==> src/rtl/module_bcdabin.sv <==
// BCD-to-binary converter: two BCD digits (tens, units) in, 8-bit binary 0..99 out.
// Default build runs an 8-cycle reverse double-dabble; define BCDABIN_FAST_EN for single-cycle multiply-add.
module module_bcdabin #(
    parameter int BIN_W = 8
) (
    input  logic             clk,
    input  logic             rst,
    input  logic             start,
    input  logic [3:0]       dec,
    input  logic [3:0]       uni,
    output logic [BIN_W-1:0] b,
    output logic             busy,
    output logic             done,
    output logic             err
);

`ifdef BCDABIN_FAST_EN
    typedef enum logic [1:0] {
        IDLE = 2'd0,
        DONE = 2'd2
    } state_t;
`else
    typedef enum logic [1:0] {
        IDLE  = 2'd0,
        SHIFT = 2'd1,
        DONE  = 2'd2
    } state_t;
`endif

    state_t state, state_nxt;
    logic   digits_ok;

    assign digits_ok = (dec <= 4'd9) && (uni <= 4'd9);
    assign done      = (state == DONE);

`ifdef BCDABIN_FAST_EN
    logic [BIN_W-1:0] fast_sum;

    // dec*10 built from shifts: dec*8 + dec*2 + uni
    assign fast_sum = BIN_W'({1'b0, dec, 3'b000}) + BIN_W'({3'b000, dec, 1'b0}) + BIN_W'({4'b0000, uni});
    assign busy     = 1'b0;

    always_comb begin
        state_nxt = state;
        case (state)
            IDLE:    if (start) state_nxt = DONE;
            DONE:    state_nxt = IDLE;
            default: state_nxt = IDLE;
        endcase
    end

    always_ff @(posedge clk or posedge rst) begin
        if (rst) begin
            state <= IDLE;
            b     <= '0;
            err   <= 1'b0;
        end else begin
            state <= state_nxt;
            if (state == IDLE && start) begin
                if (digits_ok) begin
                    b   <= fast_sum;
                    err <= 1'b0;
                end else begin
                    b   <= '0;
                    err <= 1'b1;
                end
            end
        end
    end
`else
    logic [7:0]       bcd_reg, bcd_nxt;
    logic [BIN_W-1:0] bin_reg, bin_nxt;
    logic [2:0]       cnt;
    logic [7+BIN_W:0] shv;

    // Shift right as one long register, then correct any BCD nibble that went >= 8
    always_comb begin
        shv          = {bcd_reg, bin_reg} >> 1;
        bin_nxt      = shv[BIN_W-1:0];
        bcd_nxt      = shv[7+BIN_W:BIN_W];
        if (bcd_nxt[7:4] >= 4'd8) bcd_nxt[7:4] = bcd_nxt[7:4] - 4'd3;
        if (bcd_nxt[3:0] >= 4'd8) bcd_nxt[3:0] = bcd_nxt[3:0] - 4'd3;
    end

    assign busy = (state == SHIFT);

    always_comb begin
        state_nxt = state;
        case (state)
            IDLE:    if (start) state_nxt = digits_ok ? SHIFT : DONE;
            SHIFT:   if (cnt == 3'd7) state_nxt = DONE;
            DONE:    state_nxt = IDLE;
            default: state_nxt = IDLE;
        endcase
    end

    always_ff @(posedge clk or posedge rst) begin
        if (rst) begin
            state   <= IDLE;
            b       <= '0;
            err     <= 1'b0;
            bcd_reg <= '0;
            bin_reg <= '0;
            cnt     <= '0;
        end else begin
            state <= state_nxt;
            case (state)
                IDLE: begin
                    if (start) begin
                        if (digits_ok) begin
                            bcd_reg <= {dec, uni};
                            bin_reg <= '0;
                            cnt     <= '0;
                        end else begin
                            b   <= '0;
                            err <= 1'b1;
                        end
                    end
                end
                SHIFT: begin
                    bcd_reg <= bcd_nxt;
                    bin_reg <= bin_nxt;
                    cnt     <= cnt + 3'd1;
                    // The eighth shift leaves the full binary value in bin_nxt
                    if (cnt == 3'd7) begin
                        b   <= bin_nxt;
                        err <= 1'b0;
                    end
                end
                default: ;
            endcase
        end
    end
`endif

endmodule

==> config.mk <==
export PLATFORM = sky130hd
export DESIGN_NAME = module_bcdabin
export DESIGN_NICKNAME = d
export VERILOG_FILES = /design/src/rtl/module_bcdabin.sv
export SDC_FILE = /design/constraint.sdc
export NUM_CORES = 1
export LEC_CHECK = 0
export ABC_AREA = 1
export BUFFER_PORTS_ARGS = -buffer_cell sky130_fd_sc_hd__clkbuf_2
export CORE_MARGIN = 4
export CORE_UTILIZATION = 30
export DETAILED_ROUTE_END_ITERATION = 7
export GPL_TIMING_DRIVEN = 0
export PLACE_DENSITY = 0.49
export SLEW_MARGIN = 40
export SYNTH_ARGS = -nofsm -noshare
export SYNTH_HDL_FRONTEND = slang
export SYNTH_SLANG_ARGS = --single-unit
export TNS_END_PERCENT = 10
==> constraint.sdc <==
create_clock -name clk -period 1.65 [get_ports clk]
set_clock_uncertainty 0.1 [all_clocks]
set_input_delay 0.33 -clock clk [delete_from_list [all_inputs] [get_ports clk]]
set_output_delay 0.33 -clock clk [all_outputs]
set_load 0.02 [all_outputs]
-- After elaboration in Yosys (flattened, before gate mapping)
Index checks and enable logic that the tools add are counted.
- logic and storage cells: 49
- bits of input ports: 11
- output and inout bits: 11
- flip-flop bits (word level): 30
- magnitude comparators: 4
- reduce and logical (&&, ||, !) cells: 6
- add/subtract/negate cells: 3
- equal/unequal tests: 7
- multiplexer cells: 23
- operators with widths (operator ; number):
    8-bit 2-to-1 mux ; 7
    8-bit case mux with 2 select lines ; 3
    4-bit less-or-equal comparator (second input constant) ; 2
    4-bit 2-to-1 mux ; 2
    2-bit 2-to-1 mux ; 3
    3-bit 2-to-1 mux ; 2
    2-bit inequality test (second input constant) ; 3
    3-bit case mux with 2 select lines ; 1
    3-bit by 4-bit >= comparator with 1-bit output (second input constant) ; 1
    4-bit >= comparator (second input constant) ; 1
    2-bit case mux with 2 select lines ; 1
    4-bit AND reduction ; 1
    3-bit by 2-bit subtractor with 4-bit output (second input constant) ; 1
    4-bit by 2-bit subtractor with 4-bit output (second input constant) ; 1
    3-bit by 1-bit adder with 3-bit output (second input constant) ; 1
    3-bit equality test (second input constant) ; 1
    1-bit 2-to-1 mux ; 3
    3-bit AND reduction ; 1
    2-bit by 1-bit equality test with 1-bit output (second input constant) ; 1
    2-bit equality test (second input constant) ; 1
    2-bit zero test ; 1
    2-bit by 1-bit inequality test with 1-bit output (second input constant) ; 1
    1-bit case mux with 2 select lines ; 1
    2-bit AND reduction ; 1
    other kinds (2) ; 2

-- Longest topological paths before layout
- depth in word-level cells: 5
- depth in mapped cells: 8
- mapped depth without buffers: 8

-- Least setup slack after synthesis
No wires, ideal clock.
- kind: register to register
- from: reg cnt[0]
- to: reg b[1]
- data required time: 1.484 ns
- stages on the path, launching flop included: 8
- setup slack: 0.273 ns
- clock period less this slack: 1.377 ns
- library setup time: 0.066 ns
- arrival: 1.212 ns
- cells stage by stage: dfrtp_1 ha_1 ha_1 nor2_1 nor2_4 nand2_4 nand2_1 nand2_1
- word-level cells in the longest chain between the ends: 3
- ends and longest elaborated chain (element ; line ; source):
    from (decl) ; 73 ; logic [2:0] cnt;
    from (signal assigned) ; 123 ; cnt <= cnt + 3'd1;
    3-bit equality test ; 125 ; if (cnt == 3'd7) begin
    2-bit by 1-bit inequality test with 1-bit output (no line) ; - ;
    4-bit AND reduction (no line) ; - ;
    to (signal assigned) ; 126 ; b <= bin_nxt;
    to (decl) ; 11 ; output logic [BIN_W-1:0] b,
Every way passes these cells.
A chain may end at the register's enable or synchronous reset.

-- Worst setup path in the final report
- from: reg state[1]
- to: out busy
- word-level cells in the longest chain between the ends: 1
- ends and longest elaborated chain (element ; line ; source):
    from (decl) ; 30 ; state_t state, state_nxt;
    from (signal assigned) ; 106 ; state <= state_nxt;
    2-bit by 1-bit equality test with 1-bit output ; 85 ; assign busy = (state == SHIFT);
    to (decl) ; 12 ; output logic busy,
Every way passes these cells.

==> metrics.csv <==
stage,metric,value,unit
clock_tree,Clock Path Buffers,2,
synthesis,post-synth top area cell,dfrtp_1,
pwr,clock share of power,18.6,%
worst_hold_path,hold crit path type,in2async,
worst_setup_path,type of origin of the critical path,register,
pwr,Seq pwr share,37.5,%
synthesis,post-synth cell types,17,
worst_setup_path,Critical Path Max Stage Delay,400,ps
placement,Final HPWL DP,2150,um
placement,GPL Wtd Cong,0.761,
clock_tree,hold-fix buffers at CTS,0,
route,Post-Route WL,3190,um
synthesis,main combinational cell family by area after synthesis,simple AND/OR/NAND/NOR gates,
pwr,Comb pwr share,43.9,%
route,DR vias,1206,
worst_setup_path,Worst Setup SP,state[1],
clock_tree,CTS sink cnt,29,
global_routing,vias in the first global route,1191,
route,initial DRC count,49,
clock_tree,CTS tree,done,
floorplan,Initial Utilization,31.0,%
pwr,leakage,1.01,nW
worst_setup_path,CP Max Fanout,3,
final_layout,nets,237,
floorplan,Std-Cell Rows,25,
synthesis,synthesized area per cell,7.61,um2
route,DRC,0,
synthesis,compound-cell area share of the yosys netlist,1.72,%
global_routing,GRT Total Usage,12.0,%
run,max cap viols,0,
route,Routed wire per std cell,11.5,um
synthesis,xor-xnor portion of the synthesized cell area,0,%
global_routing,first-pass GRT wire length,5660,um
pwr,Power Dens Cells,1720,nW/um2
global_routing,GR Overflow Total,0,
sta,Fmax,637,MHz
route,drt pass-1 iters,4,
floorplan,chip width,77.6,um
synthesis,ranking of synthesized cells by area,"dfrtp_1, nand2_1, nand3_1",
sta,minimum clock period,1570,ps
placement,Port Buffers,21,
sta,"Period Utilization, post-route",95.1,%
worst_setup_path,crit path cell chain,"nor2_1, buf_4, clkbuf_2",
clock_tree,CTS root buf,clkbuf_8,
floorplan,die height,77.6,um
worst_setup_path,FF-to-FF Start,cnt[0],
route,DRT antenna net count,0,
global_routing,largest net degree at the start of global routing,30,
pwr,sw power,0.00128,W
sta,worst hold slack,16.3,ps
worst_setup_path,worst r2r path cells,7,
synthesis,syn nets,206,
synthesis,sequential area share after synthesis,50.0,%
final_layout,Antenna Cells,0,
worst_setup_path,Crit path arrival time,1140,ps
synthesis,Seq cells post-synth,29,
synthesis,simple-gate share of the synthesized area,36.6,%
sta,setup violators final,0,
route,Via density,4.35,
worst_setup_path,Worst EP required,1220,ps
clock_tree,CTS H-Tree Depth,2,
clock_tree,clk_lat worst skew,280,ps
worst_setup_path,Crit. End Element,output port,
sta,relative slew slack,58.0,%
pwr,VDD IR max,0.000517,V
global_routing,antenna violations before repair,0,
synthesis,Synth Cell Area,1450,um2
synthesis,post-synth top area share,50.0,%
status,status,"finished, final reports clean",
sta,RSZ-0062 raised after global routing,no,
sta,final hold vios,0,
pwr,Switching Fraction,42.5,%
synthesis,Synthesis Warnings,0,
floorplan,Ports,22,
clock_tree,total CTS buffers,5,
sta,Worst-Margin Slew,629,ps
synthesis,post-synthesis mux area share,0,%
synthesis,adder-cell share of the synthesized area,3.45,%
worst_setup_path,"Slowest-stage cell, CP",dfrtp_1,
clock_tree,Worst-path clk slew,60,ps
final_layout,area delta synth->final,20.3,%
floorplan,die area,6020,um2
worst_setup_path,Crit Path Category,reg2out,
sta,"Slew Viols, Final",0,
pwr,Pint,0.00173,W
final_layout,share of post-route cells with drive strength above 1,20.2,%
synthesis,Mapped Cells,191,
sta,TNS Setup,0,ps
floorplan,total core area,4690,um2
==> cells by family after synthesis <==
group / count (synthesis)
AOI/OAI and AO/OA: 4
adders and majority gates: 4
buffers and inverters: 29
DFF: 29
and+or+nand+nor: 125
==> critical path, delay by kind of cell (launching register included) <==
kind / cells / cell delay, ps
buffers and inverters: 2 / 310
flip-flops: 1 / 400
AND/OR/NAND/NOR: 1 / 160
==> synthesized netlist by cell type <==
library cell / number
dfrtp_1: 29
nand3b_1: 2
o21ai_0: 2
nor2_1: 11
nand3_1: 20
nand2_1: 86
nor2_4: 1
nand2_4: 2
inv_2: 1
ha_1: 4
nand2_2: 2
inv_1: 24
o21ai_2: 1
o22ai_1: 1
buf_2: 3
buf_6: 1
or2_2: 1
==> metal layers <==
| layer | wire length [um] | up-vias | GRT usage, % |
|---|---|---|---|
| met5 | 0 | - | 0 |
| met4 | 23 | 0 | 3.74 |
| met3 | 101 | 2 | 3.48 |
| met2 | 1480 | 23 | 19.1 |
| met1 | 1580 | 541 | 15.8 |
| li1 | - | 640 | - |
==> final timing paths <==
check | to | slack [ps]
worst min register to register | b[6] | 370
worst min-delay path | bin_reg[5] | 20
max in group asynchronous | bin_reg[7] | 1020
worst max register to register | err | 140
worst max-delay path | busy | 80
min in group clk | state[0] | 220
==> cell usage in the layout (no fill, tap or decap), types with 2 or more instances in the layout <==
cell and n:
o21ai_0 2, nand3_1 20, inv_2 2, clkbuf_2 21, dfrtp_1 29, buf_2 2
nand2_1 86, clkinv_2 2, nand3b_1 2, nand2_2 2, ha_1 4, buf_4 3
inv_1 23, clkbuf_8 5, nand2_4 2, nor2_1 10
==> metrics by stage <==
step	utilization [%]	setup slack [ps]	power, W	instances	cell area, um2
3_3_place_gp	34.6	11.2	0.00238	266	1630
3_5_place_dp	34.6	3.22	0.00239	266	1630
6_report	37.3	80.3	0.00301	277	1750
5_1_grt	37.3	0.181	0.00329	277	1750
4_1_cts	36.8	53.5	0.00301	276	1730
2_1_floorplan	-	273	0.00204	191	1450
==> layout make-up <==
class | count | area (um2)
buffer | 4 | 28.8
clock buffer | 6 | 72.6
clock inverter | 2 | 10.0
fill | 532 | 2940
inverter | 25 | 93.8
multi-input combinational | 133 | 609
sequential | 29 | 726
tap | 54 | 67.6
timing repair buffer | 24 | 140
==> what timing repair did <==
action,CTS,global route
pin swaps,0,1
setup buffers,2,1
gates cloned,0,0
resized for setup,1,1
setup endpoints to repair,1,9
==> power groups by stage <==
stage	Combinational, W	Clock [W]	Sequential, W
global placement	0.00123	0	0.00115
detailed placement	0.00124	0	0.00115
floorplan	0.000862	0	0.00117
CTS	0.00130	0.000584	0.00113
finish	0.00132	0.000560	0.00113
global route	0.00151	0.000612	0.00117
No activity file was read; power rests on OpenSTA's default activity.
